--- config.mk ---
export PLATFORM = sky130hd
export DESIGN_NAME = div_seq
export DESIGN_NICKNAME = d
export VERILOG_FILES = /design/src/rtl/div_pkg.sv /design/src/rtl/div_step.sv /design/src/rtl/div_seq.sv
export SDC_FILE = /design/constraint.sdc
export NUM_CORES = 1
export LEC_CHECK = 0
export ABC_AREA = 1
export BUFFER_PORTS_ARGS = -buffer_cell sky130_fd_sc_hd__buf_2
export CAP_MARGIN = 30
export CORE_AREA = 2 2 163 165
export DETAILED_ROUTE_END_ITERATION = 8
export DIE_AREA = 0 0 165 167
export MAX_ROUTING_LAYER = met4
export PLACE_DENSITY_LB_ADDON = 0.25
export SYNTH_ARGS = -nofsm -noshare
export SYNTH_HDL_FRONTEND = slang
export SYNTH_SLANG_ARGS = --single-unit
--- constraint.sdc ---
create_clock -name clk -period 2 [get_ports clk]
set_input_delay 0.4 -clock clk [delete_from_list [all_inputs] [get_ports clk]]
set_output_delay 0.4 -clock clk [all_outputs]
set_load 0.005 [all_outputs]
--- src/rtl/div_pkg.sv ---
// Shared constants, state encoding and helpers for the iterative divider.
package div_pkg;
  localparam int W  = 32;
  localparam int CW = 6;

  localparam logic [W-1:0] DZ_QUOT = 32'hFFFF_FFFF;

  typedef enum logic [1:0] {
    IDLE = 2'd0,
    CALC = 2'd1,
    FIX  = 2'd2
  } state_t;

  // Two's-complement magnitude when the operand is treated as signed.
  function automatic logic [W-1:0] mag(input logic [W-1:0] v, input logic s);
    return (s && v[W-1]) ? -v : v;
  endfunction
endpackage

--- src/rtl/div_step.sv ---
// One restoring-division step: shift in a dividend bit, trial-subtract the divisor.
import div_pkg::*;

module div_step (
  input  logic [W:0]   rem,
  input  logic         dbit,
  input  logic [W-1:0] dvs,
  output logic [W:0]   rem_nxt,
  output logic         qbit
);
  logic [W:0] shifted;
  logic [W:0] trial;

  // rem < dvs always holds, so shifted < 2*dvs and the trial sign bit is exact.
  assign shifted = {rem[W-1:0], dbit};
  assign trial   = shifted - {1'b0, dvs};
  assign qbit    = ~trial[W];
  assign rem_nxt = qbit ? trial : shifted;
endmodule

--- src/rtl/div_seq.sv ---
// Iterative 32-bit signed/unsigned divider, one quotient bit per clock.
import div_pkg::*;

module div_seq (
  input  logic          clk,
  input  logic          rst_n,
  input  logic          start,
  input  logic          sign,
  input  logic [W-1:0]  a,
  input  logic [W-1:0]  b,
  output logic [W-1:0]  q,
  output logic [W-1:0]  r,
  output logic          busy,
  output logic          done,
  output logic          dz
);
  state_t        state;
  logic [CW-1:0] cnt;
  logic          sgn, neg_a, neg_b, dz_path;
  logic [W-1:0]  dvd;   // dividend shifting out, quotient shifting in
  logic [W-1:0]  dvs;
  logic [W:0]    rem;
  logic [W:0]    rem_nxt;
  logic          qbit;

  div_step u_step (
    .rem     (rem),
    .dbit    (dvd[W-1]),
    .dvs     (dvs),
    .rem_nxt (rem_nxt),
    .qbit    (qbit)
  );

  always_ff @(posedge clk or negedge rst_n) begin
    if (!rst_n) begin
      state   <= IDLE;
      cnt     <= '0;
      sgn     <= 1'b0;
      neg_a   <= 1'b0;
      neg_b   <= 1'b0;
      dz_path <= 1'b0;
      dvd     <= '0;
      dvs     <= '0;
      rem     <= '0;
      q       <= '0;
      r       <= '0;
      busy    <= 1'b0;
      done    <= 1'b0;
      dz      <= 1'b0;
    end else begin
      done <= 1'b0;
      case (state)
        IDLE: begin
          if (start) begin
            sgn     <= sign;
            neg_a   <= a[W-1];
            neg_b   <= b[W-1];
            dvs     <= mag(b, sign);
            rem     <= '0;
            cnt     <= '0;
            busy    <= 1'b1;
            dz_path <= (b == '0);
            // The divide-by-zero path returns the raw dividend as remainder.
            dvd     <= (b == '0) ? a : mag(a, sign);
            state   <= (b == '0) ? FIX : CALC;
          end
        end
        CALC: begin
          rem <= rem_nxt;
          dvd <= {dvd[W-2:0], qbit};
          cnt <= cnt + 1'b1;
          if (cnt == CW'(W - 1)) state <= FIX;
        end
        FIX: begin
          if (dz_path) begin
            q <= DZ_QUOT;
            r <= dvd;
          end else begin
            q <= (sgn && (neg_a ^ neg_b)) ? -dvd : dvd;
            r <= (sgn && neg_a) ? -rem[W-1:0] : rem[W-1:0];
          end
          dz    <= dz_path;
          done  <= 1'b1;
          busy  <= 1'b0;
          state <= IDLE;
        end
        default: state <= IDLE;
      endcase
    end
  end
endmodule

==> metrics.md <==
| Metric | Value |
|---|---|
| Post-DRT Antenna Nets | 0 |
| Hold crit path type | in -> reg |
| Power density over the cells | between 2000 and 2500 nW/um2 |
| Final Slew Violations | 0 |
| Clk_lat worst skew | 0.45 ns |
| Post-route insts no fill | 2928 |
| CTS tree | done |
| Std cell rows | between 50 and 60 |
| Post-synth EDFFs | 0 |
| Synth Area in Adders | 0.0346 |
| Total gr overflow | 0 |
| Drc violations | 1 |
| Xor/xnor share of the synthesized area | 0.0345 |
| Synth Net Count | between 2000 and 2500 |
| Slew headroom | 0.622 |
| Most frequent cells in the layout | nand2_1 (676), inv_1 (281), buf_4 (279) |
| Dpl hpwl | 38300 um |
| Commonest non-fill, non-tap cell in the layout | nand2_1 |
| Port bufs | 134 |
| Global-route wire length before repair | 78900 um |
| Drt total wl | 51800 um |
| Die height | between 150 and 200 um |
| Clk sink count | 175 |
| Critical path capture point type | register |
| Post-synthesis cell area | 14000 um2 |
| End-of-flow core utilization | 0.731 |
| Main synth FF type | dfrtp_1 |
| Worst clock skew | ~0.019 ns |
| Reg clk slew, reported paths | 0.09 ns |
| Leakage | 9.79 nW |
| Clock Path Buffers | 2 |
| Final Hold Viols | 0 |
| Share of the yosys chip area belonging to registers | 0.313 |
| Final period utilization | 1.16 |
| Largest family of logic cells by synthesized area | simple AND/OR/NAND/NOR gates |
| CP Max Fanout | 7 |
| CP startpoint kind | register |
| Post-layout nets | 2686 |
| Pre-CTS WS | -0.246 ns |
| Area growth from synthesis to layout | 34.7% |
| Final worst slack | -0.317 ns |
| Post-Route Setup TNS | -8.29 ns |
| Compound-Gate Fraction of Synth Area | 0.104 |
| Crit Path Category | reg -> reg |
| Peak Freq | 0.432 GHz |
| Gr usage total | 0.375 |
| Share of cells above drive strength 1 | 0.276 |
| Critical Path RT | 2.34 ns |
| Die Area | approximately 28000 um2 |
| Max Cap Violations | 0 |
| Worst slew pin tran | between 0.5 and 0.6 ns |
| Minimum clock period | 2.32 ns |
| Seq cells post-synth | ~180 |
| Max H-tree Level | 4 |
| Final setup fails | 38 |
| Status | finished with violations |
| GPL Wtd Cong | 0.964 |
| Simple-Gate Fraction of Synth Area | 0.400 |
| Fin Hold WS | ~0.21 ns |
| CTS buffer count | 17 |
| Syn. warnings | 0 |
| Total core area | 25800 um2 |
| Die width | roughly 170 um |
| DR vias/cell | 5.68 |
| VDD IR-drop max | 1.30 mV |
| Diode count | 0 |
| Vias | 16621 |
| Fraction of registers with async set/reset | 1.00 |
| Initial Util | 0.543 |
| Yosys cell types | 53 |
| Cells after Synth | between 2000 and 2500 |
| Largest net degree at the start of global routing | between 40 and 50 |
| Violated checks | DRC, setup timing |
| Mux share of post-synthesis cell area | 0 |
| Vias in the first global route | 15173 |
| DRT iter0 DRCs | 2023 |
| Initial antenna violation count | 0 |
| RSZ-0062 raised after global routing | yes |
| Avg WL per Cell | 17.7 um |
| Placed insts | 2857 |
| Crit path DAT | 2.66 ns |
| Drt pass-1 iters | 8 |
| Io pins | roughly 140 |
| CTS root buffer | clkbuf_16 |
| Synth Area per Inst | about 6.4 um2 |
-- worst max-delay path, stage by stage (launching register included) --
cell and delay [ns]:
dfrtp_1 0.41, ha_4 0.18, fa_2 0.34, inv_2 0.07, nand2_2 0.06, nand2_2 0.08
nand3_2 0.07, nand2_2 0.09, nand2_2 0.07, nand2_4 0.10, nand2_8 0.08, nand3_4 0.10
bufbuf_16 0.28, nand3_1 0.10, nand3_2 0.09, nand2_1 0.08
-- registers in the layout, indices dropped and copies added, names as in the netlist, 2 cells and up --
register  cells
rem          32
cnt           6
dvd          32
r            32
dvs          32
state         2
q            32
-- power by group --
part           total [mW]  switching [mW]  internal, mW  leakage [nW]
Sequential           6.85            1.56          5.30          2.10
Clock                3.54            1.71          1.83         0.297
Combinational        28.2            16.4          11.8          7.39
Total                38.6            19.7          18.9          9.79
-- per-stage QoR --
stage | area, um2 | power (mW)
detailed placement | 16900 | 30.2
global placement | 16900 | 29.6
global route | 18800 | 41.4
floorplan | 14000 | 20.8
finish | 18800 | 38.6
CTS | 18000 | 35.5
-- path summary, 6_finish.rpt --
check | from | to | cells after the start | slack (ns)
setup / recovery | dvs[0]$_DFFE_PN0P_ | rem[26]$_DFFE_PN0P_ | 15 | -0.32
hold / removal | sign | sgn$_DFFE_PN0P_ | 3 | 0.21
setup reg to reg | dvs[0]$_DFFE_PN0P_ | rem[26]$_DFFE_PN0P_ | 15 | -0.32
hold reg to reg | dz$_DFFE_PN0P_ | dz$_DFFE_PN0P_ | 2 | 0.48
max in group asynchronous | rst_n | dvs[22]$_DFFE_PN0P_ | 3 | 0.93
min in group asynchronous | rst_n | dvs[27]$_DFFE_PN0P_ | 2 | 0.39
-- layout make-up --
cell class | count | area (um2)
multi-input combinational | 1626 | 8980
fill | 2105 | 6930
sequential | 175 | 4380
timing repair buffer | 439 | 3220
inverter | 321 | 1210
clock buffer | 18 | 439
tap | 335 | 419
clock inverter | 14 | 175
-- repair_timing --
action,CTS,global route
buffers inserted,12,22
endpoints found under the setup margin,44,64
hold endpoints to repair,24,0
pin swaps,9,36
cloned,3,3
gates resized for setup,61,145
hold buffers,1,0
-- cell families after synthesis --
logic type                 count (synthesis)
DFF                                      175
and+or+nand+nor                         1280
adders and majority gates                 38
AOI/OAI and AO/OA                        249
xor gates and xnor gates                  55
buffers and inverters                    393
-- per-layer routing --
layer / wire length (um) / global-route usage / vias to the layer above
li1: - / - / 7814
met1: 22100 / 0.522 / 7800
met2: 23300 / 0.563 / 883
met3: 4720 / 0.0545 / 124
met4: 1660 / 0.115 / 0
met5: 0 / - / -
-- cell usage after synthesis, types with 6 or more instances --
master    number  area (um2)
dfrtp_1      175        4380
nor4_1         6        37.5
inv_1        309        1160
nand2_1      707        2650
o21ai_0       90         450
inv_2          9        33.8
ha_1          37         463
nand4_1       50         313
nand3b_1      12        90.1
nor2_1       169         634
o22ai_1        7        43.8
a21oi_1       76         380
nand3_1      246        1230
o21bai_1      12        90.1
buf_2         16        80.1
o221ai_1      17         149
o211ai_1      16         120
xnor2_1       14         123
nor3_1        23         115
xor2_1        41         359
nand2_2       32         200
a31oi_1       14        87.6
clkbuf_1      42         158
buf_6          6        67.6
nor2_2        10        62.6
Note: power is estimated with default switching activity, not from simulation.
